--- config.mk ---
export PLATFORM = sky130hd
export DESIGN_NAME = uart_tx
export DESIGN_NICKNAME = d
export VERILOG_FILES = /design/src/rtl/uart_pkg.sv /design/src/rtl/uart_baud_gen.sv /design/src/rtl/uart_tx.sv
export SDC_FILE = /design/constraint.sdc
export NUM_CORES = 1
export LEC_CHECK = 0
export CAP_MARGIN = 30
export CELL_PAD_IN_SITES_DETAIL_PLACEMENT = 1
export CELL_PAD_IN_SITES_GLOBAL_PLACEMENT = 2
export CORE_MARGIN = 10
export CORE_UTILIZATION = 39
export CTS_BUF_LIST = sky130_fd_sc_hd__clkbuf_8 sky130_fd_sc_hd__clkbuf_16
export CTS_CLUSTER_DIAMETER = 150
export DETAILED_ROUTE_END_ITERATION = 6
export HOLD_SLACK_MARGIN = 0.12
export PLACE_DENSITY = 0.73
export SLEW_MARGIN = 20
export SYNTH_ARGS = -nofsm -noshare
export SYNTH_HDL_FRONTEND = slang
export SYNTH_HIERARCHICAL = 1
export SYNTH_SLANG_ARGS = --single-unit
--- constraint.sdc ---
create_clock -name clk -period 2.49 [get_ports clk]
set_input_delay 0.3735 -clock clk [delete_from_list [all_inputs] [get_ports clk]]
set_output_delay 0.3735 -clock clk [all_outputs]
set_load 0.01 [all_outputs]
--- src/rtl/uart_pkg.sv ---
// -----------------------------------------------------------------------------
// uart_pkg
// Shared definitions for the fixed-message UART transmitter.
//   tx_state_t  : transmitter FSM states (GAP, START, DATA, PARITY, STOP)
//   DATA_BITS   : data bits per frame
//   MSG0..MSG3  : default message bytes, sent in index order
//   even_parity : parity bit that makes the count of 1s in data+parity even
// -----------------------------------------------------------------------------
package uart_pkg;

    typedef enum logic [2:0] {
        GAP    = 3'd0,
        START  = 3'd1,
        DATA   = 3'd2,
        PARITY = 3'd3,
        STOP   = 3'd4
    } tx_state_t;

    localparam int DATA_BITS = 8;

    localparam logic [7:0] MSG0 = 8'hAA;
    localparam logic [7:0] MSG1 = 8'h55;
    localparam logic [7:0] MSG2 = 8'hCC;
    localparam logic [7:0] MSG3 = 8'h89;

    function automatic logic even_parity(input logic [DATA_BITS-1:0] d);
        return ^d;
    endfunction

endpackage

--- src/rtl/uart_baud_gen.sv ---
// -----------------------------------------------------------------------------
// uart_baud_gen
// Free-running bit-period divider. Counts 0..BAUD_DIV-1 and wraps; bit_tick is
// high for the single cycle in which the count sits at BAUD_DIV-1, so every
// register enabled by it updates exactly once per bit period.
// Ports:
//   clk      : system clock
//   reset    : asynchronous, active-high; returns the count to 0
//   bit_tick : one-cycle pulse per bit period
// BAUD_DIV must be at least 2 so that bit_tick is low while in reset.
// -----------------------------------------------------------------------------
module uart_baud_gen
    import uart_pkg::*;
#(
    parameter int BAUD_DIV = 217
) (
    input  logic clk,
    input  logic reset,
    output logic bit_tick
);

    localparam int CW = (BAUD_DIV > 1) ? $clog2(BAUD_DIV) : 1;

    logic [CW-1:0] count;

    assign bit_tick = (count == CW'(BAUD_DIV - 1));

    always_ff @(posedge clk or posedge reset) begin
        if (reset) begin
            count <= '0;
        end else if (bit_tick) begin
            count <= '0;
        end else begin
            count <= count + 1'b1;
        end
    end

endmodule

--- src/rtl/uart_tx.sv ---
// -----------------------------------------------------------------------------
// uart_tx
// Stand-alone UART transmitter that repeats a fixed 4-byte message forever.
// Frame: start(0), 8 data bits LSB first, optional even parity, stop(1),
// followed by GAP_BITS idle (mark) bit periods before the next frame.
// Ports:
//   clk      : system clock (25 MHz nominal)
//   reset    : asynchronous, active-high; aborts any frame, line returns to mark
//   txd      : serial line, registered, idle high
//   tx_busy  : registered, high from start bit through stop bit
//   byte_idx : index of the byte being sent (or next to be sent)
// All state, including the registered line level, advances only on bit_tick,
// so each line level lasts a whole number of bit periods.
// -----------------------------------------------------------------------------
module uart_tx
    import uart_pkg::*;
#(
    parameter int         BAUD_DIV  = 217,
    parameter int         PARITY_EN = 1,
    parameter int         GAP_BITS  = 2,
    parameter logic [7:0] MSG0      = uart_pkg::MSG0,
    parameter logic [7:0] MSG1      = uart_pkg::MSG1,
    parameter logic [7:0] MSG2      = uart_pkg::MSG2,
    parameter logic [7:0] MSG3      = uart_pkg::MSG3
) (
    input  logic       clk,
    input  logic       reset,
    output logic       txd,
    output logic       tx_busy,
    output logic [1:0] byte_idx
);

    // The bit counter is shared between the idle gap and the data bits.
    localparam int CNT_MAX = (GAP_BITS > DATA_BITS) ? GAP_BITS : DATA_BITS;
    localparam int CNT_W   = $clog2(CNT_MAX) + 1;

    logic                 bit_tick;
    tx_state_t            state, state_nx;
    logic [CNT_W-1:0]     bit_cnt, bit_cnt_nx;
    logic [DATA_BITS-1:0] shift, shift_nx;
    logic                 txd_nx, busy_nx;
    logic [1:0]           idx_nx;
    logic [DATA_BITS-1:0] cur_msg;

    uart_baud_gen #(
        .BAUD_DIV (BAUD_DIV)
    ) u_baud (
        .clk      (clk),
        .reset    (reset),
        .bit_tick (bit_tick)
    );

    // Message ROM; byte_idx only moves at the end of a frame, so cur_msg is
    // stable for the whole frame and can feed the parity bit directly.
    always_comb begin
        cur_msg = MSG0;
        unique case (byte_idx)
            2'd0: cur_msg = MSG0;
            2'd1: cur_msg = MSG1;
            2'd2: cur_msg = MSG2;
            2'd3: cur_msg = MSG3;
            default: cur_msg = MSG0;
        endcase
    end

    // Next-state logic. The *_nx values describe what the line and counters
    // become at the next bit_tick, which keeps txd/tx_busy registered.
    always_comb begin
        state_nx   = state;
        bit_cnt_nx = bit_cnt;
        shift_nx   = shift;
        txd_nx     = txd;
        busy_nx    = tx_busy;
        idx_nx     = byte_idx;
        unique case (state)
            GAP: begin
                if (bit_cnt == CNT_W'(GAP_BITS - 1)) begin
                    state_nx   = START;
                    bit_cnt_nx = '0;
                    shift_nx   = cur_msg;
                    txd_nx     = 1'b0;
                    busy_nx    = 1'b1;
                end else begin
                    bit_cnt_nx = bit_cnt + 1'b1;
                end
            end
            START: begin
                state_nx   = DATA;
                bit_cnt_nx = '0;
                txd_nx     = shift[0];
            end
            DATA: begin
                if (bit_cnt == CNT_W'(DATA_BITS - 1)) begin
                    bit_cnt_nx = '0;
                    if (PARITY_EN != 0) begin
                        state_nx = PARITY;
                        txd_nx   = even_parity(cur_msg);
                    end else begin
                        state_nx = STOP;
                        txd_nx   = 1'b1;
                    end
                end else begin
                    // shift[1] is the bit that lands in shift[0] after this shift
                    shift_nx   = shift >> 1;
                    bit_cnt_nx = bit_cnt + 1'b1;
                    txd_nx     = shift[1];
                end
            end
            PARITY: begin
                state_nx = STOP;
                txd_nx   = 1'b1;
            end
            STOP: begin
                state_nx   = GAP;
                bit_cnt_nx = '0;
                txd_nx     = 1'b1;
                busy_nx    = 1'b0;
                idx_nx     = byte_idx + 1'b1;
            end
            default: begin
                state_nx   = GAP;
                bit_cnt_nx = '0;
                txd_nx     = 1'b1;
                busy_nx    = 1'b0;
            end
        endcase
    end

    always_ff @(posedge clk or posedge reset) begin
        if (reset) begin
            state <= GAP;
        end else if (bit_tick) begin
            state <= state_nx;
        end
    end

    always_ff @(posedge clk or posedge reset) begin
        if (reset) begin
            bit_cnt  <= '0;
            shift    <= '0;
            txd      <= 1'b1;
            tx_busy  <= 1'b0;
            byte_idx <= 2'd0;
        end else if (bit_tick) begin
            bit_cnt  <= bit_cnt_nx;
            shift    <= shift_nx;
            txd      <= txd_nx;
            tx_busy  <= busy_nx;
            byte_idx <= idx_nx;
        end
    end

endmodule

Yosys cells after proc, flatten, opt, wreduce, memory -nomap -nowiden:

Index checks and enable logic that the tools add are counted.
Widths: inputs -> output; s select.

* output and inout port bits: 4
* flip-flop bits (word level): 27
* logic and storage cells: 52
* input bits: 2

* reduce and logical (&&, ||, !) cells: 11
* equality and inequality tests: 13
* multiplexer cells: 16
* bitwise operators: 2
* add/sub/neg operators: 3

Operators by type and width (number)
* $pmux 8 s4: 1
* $mux 8: 3
* $pmux 8 s2: 1
* $pmux 3 s4: 1
* $pmux 4 s3: 1
* $add 8x1->8 const B: 1
* $eq 8x8->1 const B: 1
* $mux 4: 2
* $reduce_xor 8->1: 1
* $eq 3x2->1 const B: 2
* $mux 3: 2
* $ne 2x2->1 const B: 3
* $reduce_and 2->1: 3
* $reduce_and 3->1: 2
* $add 4x1->4 const B: 1
* $eq 2x2->1 const B: 2
* $eq 4x1->1 const B: 1
* $eq 4x3->1 const B: 1
* $reduce_and 4->1: 1
* $eq 3x1->1 const B: 1
* $eq 3x3->1 const B: 1
* $logic_not 3->1: 1
* $mux 1: 3
* $pmux 1 s3: 1
* other kinds (7): 8

Depth between registers and ports, before layout:

* depth in word-level cells: 5
* depth in mapped cells: 8
* depth with buffers taken out: 7

Hierarchy:

Netlist, hierarchy kept.

Modules (own cells, without submodules)
* uart_tx: seq. area each 476.7 µm², cells an instance 106, area each 1087.3 µm², times used 1
* uart_baud_gen: seq. area each 200.2 µm², cells an instance 43, area each 437.9 µm², times used 1

Worst setup path before layout:

Ideal clock, no wire load.

* kind: register to register
* start point: register u_baud.count[0]
* end point: register shift[0]
* buffers on the path: 0
* data arrival time: 1.973 ns
* clock period less this slack: 2.097 ns
* setup time: 0.125 ns
* data required time: 2.365 ns
* cell stages (with the launch flop): 8
* slack: 0.393 ns
* cells stage by stage: dfrtp_1 inv_1 ha_1 nand3b_1 nor3_2 nand2_2 a211oi_4 mux2_2

* cells in the longest elaborated chain, start to end: 2

RTL lines
* from (decl): RTL line uart_baud_gen.sv:24 `logic [CW-1:0] count;`
* from (signal assigned): RTL line uart_baud_gen.sv:34 `count <= count + 1'b1;`
* $eq 8x8->1: RTL line uart_baud_gen.sv:26 `assign bit_tick = (count == CW'(BAUD_DIV - 1));`
* via bit_tick: RTL line uart_tx.sv:37 `logic bit_tick;`
* $reduce_and 4->1 (no source line)
* to (signal assigned): RTL line uart_tx.sv:146 `shift <= shift_nx;`
* to (decl): RTL line uart_tx.sv:40 `logic [DATA_BITS-1:0] shift, shift_nx;`

The timed path passes the listed nets, and every way through them passes these cells.
A chain may end at the register's enable or synchronous reset.

Worst setup path after layout:

* start point: register u_baud.count[0]
* end point: register shift[7]

The elaborated chain is that of the path after synthesis.

==> impl_metrics.env <==
export IMPL_yosysSeqAreaShare_pct=44.4
export IMPL_vdd_ir_drop_worst_mv=0.152
export IMPL_p_leak_nw=0.705
export IMPL_crit_slowest_cell="dfrtp_1"
export IMPL_multi_input_area_um2=772
export IMPL_synth_compound_area_share_pct=14.4
export IMPL_gp_congestion=0.711
export IMPL_htreeDepth=1
export IMPL_startpoint="u_baud/count[0]"
export IMPL_critPathBufInv=1
export IMPL_hold_viol_final=0
export IMPL_io_buffers=5
export IMPL_die_w_um=82.5
export IMPL_dpl_cell_count=199
export IMPL_fin_nets=166
export IMPL_ctsHoldBuffers=0
export IMPL_cts_root_buf="clkbuf_8"
export IMPL_start_util_pct=41.0
export IMPL_cp_start_kind="register"
export IMPL_yosysTopAreaCell="dfrtp_1"
export IMPL_max_freq_ghz=0.481
export IMPL_skew_ns=0.00576
export IMPL_finalPower_w=0.000700
export IMPL_avgSynthCellArea_um2=10.2
export IMPL_firstDrtPassIters=4
export IMPL_synth_common_cells="dfrtp_1 (26), inv_1 (13), nand2_1 (13), nor2_1 (9)"
export IMPL_final_core_util_pct=44.7
export IMPL_area_growth_pct=8.86
export IMPL_max_slew_margin_pct=49.6
export IMPL_period_share_pct=83.5
export IMPL_hold_ws_ns=0.364
export IMPL_final_cells=203
export IMPL_status="finished clean"
export IMPL_slowest_delay_ns=0.42
export IMPL_wire_per_inst_um=16.1
export IMPL_path_depth=7
export IMPL_die_area_um2=6810
export IMPL_via_per_inst=5.45
export IMPL_clock_sinks=27
export IMPL_synth_ff_type="dfrtp_1"
export IMPL_crit_chain="inv_1, ha_1, nand3b_1, nor3_2, nand2_2, a211oi_4, mux2_2"
export IMPL_cts_tree="built"
export IMPL_drt_iter0_drc=34
export IMPL_period_needed_ns=2.08
export IMPL_cp_top_family="simple AND/OR/NAND/NOR gates"
export IMPL_finalSetupTns_ns=0
export IMPL_core_area_um2=3720
export IMPL_groute_usage_overall_pct=10.7
export IMPL_n_antenna_cell=0
export IMPL_synth_edff_count=0
export IMPL_yosys_area_share_adder_pct=6.56
export IMPL_fillers=427
export IMPL_syn_inst=149
export IMPL_yosys_cell_count_top_type="dfrtp_1"
export IMPL_routed_wl_mm=3.28
export IMPL_cts_resized_gates=0
export IMPL_antenna_left=0
export IMPL_synth_fp_nets=159
export IMPL_synth_top_cells_by_area="dfrtp_1 (43%), ha_1 (6.6%), mux2_2 (5.9%)"
export IMPL_die_height_um=82.5
export IMPL_synth_distinct_cells=49
export IMPL_grt_max_degree=20
export IMPL_hp_class="in -> async"
export IMPL_via_count=1106
export IMPL_endpoint="shift[7]"
export IMPL_synth_top_family_by_area="simple AND/OR/NAND/NOR gates"
export IMPL_end_kind="register"
export IMPL_critPathMaxFanout=8
export IMPL_worstSkewPairLatency_ns=0.28
export IMPL_worstSetupPathType="reg -> reg"
export IMPL_antenna_found_initial=0
export IMPL_grt_pass1_vias=1145
export IMPL_clkTransAtPathRegs_ns=0.09
export IMPL_fp_row_count=22
export IMPL_maxCapViolations=0
export IMPL_drive_gt1_share_pct=14.2
export IMPL_setup_viol=0
export IMPL_async_flop_share_pct=100
export IMPL_r2r_cells=7
export IMPL_worst_pin_slew_ns=0.756
export IMPL_post_cts_setup_buffer_count=0
export IMPL_ys_warn_count=6
export IMPL_synth_simple_gate_area_share_pct=19.4
export IMPL_overflow=0
export IMPL_cp_data_required_time_ns=2.66
export IMPL_syn_cell_area_um2=1530
export IMPL_synth_area_mux_share_pct=7.88
export IMPL_worst_r2r_endpoint="shift[7]"
export IMPL_grt_pass1_wl_mm=5.64
export IMPL_yosys_area_top_type_share_pct=42.7
export IMPL_rsz0062_at_grt="no"
export IMPL_reg2reg_slack_ns=0.41
export IMPL_powerDensity_nw_per_um2=422
export IMPL_ios=6
export IMPL_clockBufferDepth=2
export IMPL_cp_arrival_ns=2.25
export IMPL_numCtsBuffers=3
export IMPL_dp_hpwl_mm=2.45
export IMPL_seq_area_um2=677
export IMPL_synthXorXnorAreaFrac_pct=2.30
export IMPL_drc_errors=0
export IMPL_slew_violations=0
export IMPL_r2r_start="u_baud/count[0]"
export IMPL_ys_ff_latch=27
## final cells by class
cell class	instances	area share, %
Tap cell	48	3.62
Timing Repair Buffer	6	3.47
Clock buffer	3	2.49
Inverter	13	2.94
Sequential cell	27	40.8
Multi-Input combinational cell	105	46.5
Clock inverter	1	0.226
## metrics by stage
stage                     setup WS [ns]  cell area (µm²)
after floorplan                   0.393             1530
after global placement            0.472             1620
after detailed placement          0.404             1620
after CTS                         0.376             1660
after global routing              0.206             1660
final                             0.410             1660
## metal layers
metal	share of wire, %	global-route usage (%)	up-vias
met1	47	12.8	555
met5	0	0	-
met4	1.6	4.01	0
met2	49	18.0	10
met3	3.1	2.59	5
li1	-	-	536
## state kept, by name, indices dropped and copies added, names as in the netlist
| name | flops |
|---|---|
| tx_busy | 1 |
| byte_idx | 2 |
| bit_cnt | 4 |
| state | 3 |
| shift | 8 |
| u_baud/count | 8 |
| txd | 1 |
## cell families after synthesis
family | Yosys count
buffers and inverters | 17
flip-flops | 27
multiplexers | 11
adder cells (fa/ha/maj) | 8
AND/OR/NAND/NOR | 52
XOR/XNOR | 4
AO/OA/AOI/OAI | 30
## cell usage in the layout, fill, tap and decap left out, drive strengths merged, types with 2 or more instances in the layout
cell and instances:
mux2i 3, inv 14, nor3b 2, ha 8, clkbuf 3, xnor2 3, clkdlybuf4s50 5, nand3 6
and2 2, a211oi 2, dfrtp 26, nand2b 2, o211ai 2, nand2 16, and3 2, a21oi 5
nor2 10, o21ai 9, mux2 8, nand3b 3, o22ai 2
## power by group
| group | leakage, nW | internal (W) | switching (W) | total, W |
|---|---|---|---|---|
| sequential | 0.359 | 0.000438 | 0 | 0.000438 |
| clock | 0.0269 | 0.000111 | 0.000141 | 0.000252 |
| combinational | 0.319 | 0.00000159 | 0.00000890 | 0.0000105 |
| total | 0.705 | 0.000551 | 0.000150 | 0.000700 |
## worst min-delay path by stage
stage / slack [ns] / endpoint / from
2_1_floorplan: 0.19 / u_baud/count[0] / reset
3_3_place_gp: 0.47 / u_baud/count[0] / u_baud/count[0]
3_5_place_dp: 0.49 / txd / txd
4_1_cts: 0.37 / u_baud/count[7] / reset
5_1_grt: 0.41 / u_baud/count[3] / reset
6_report: 0.36 / u_baud/count[7] / reset
Power figures use the tool's default switching activity.
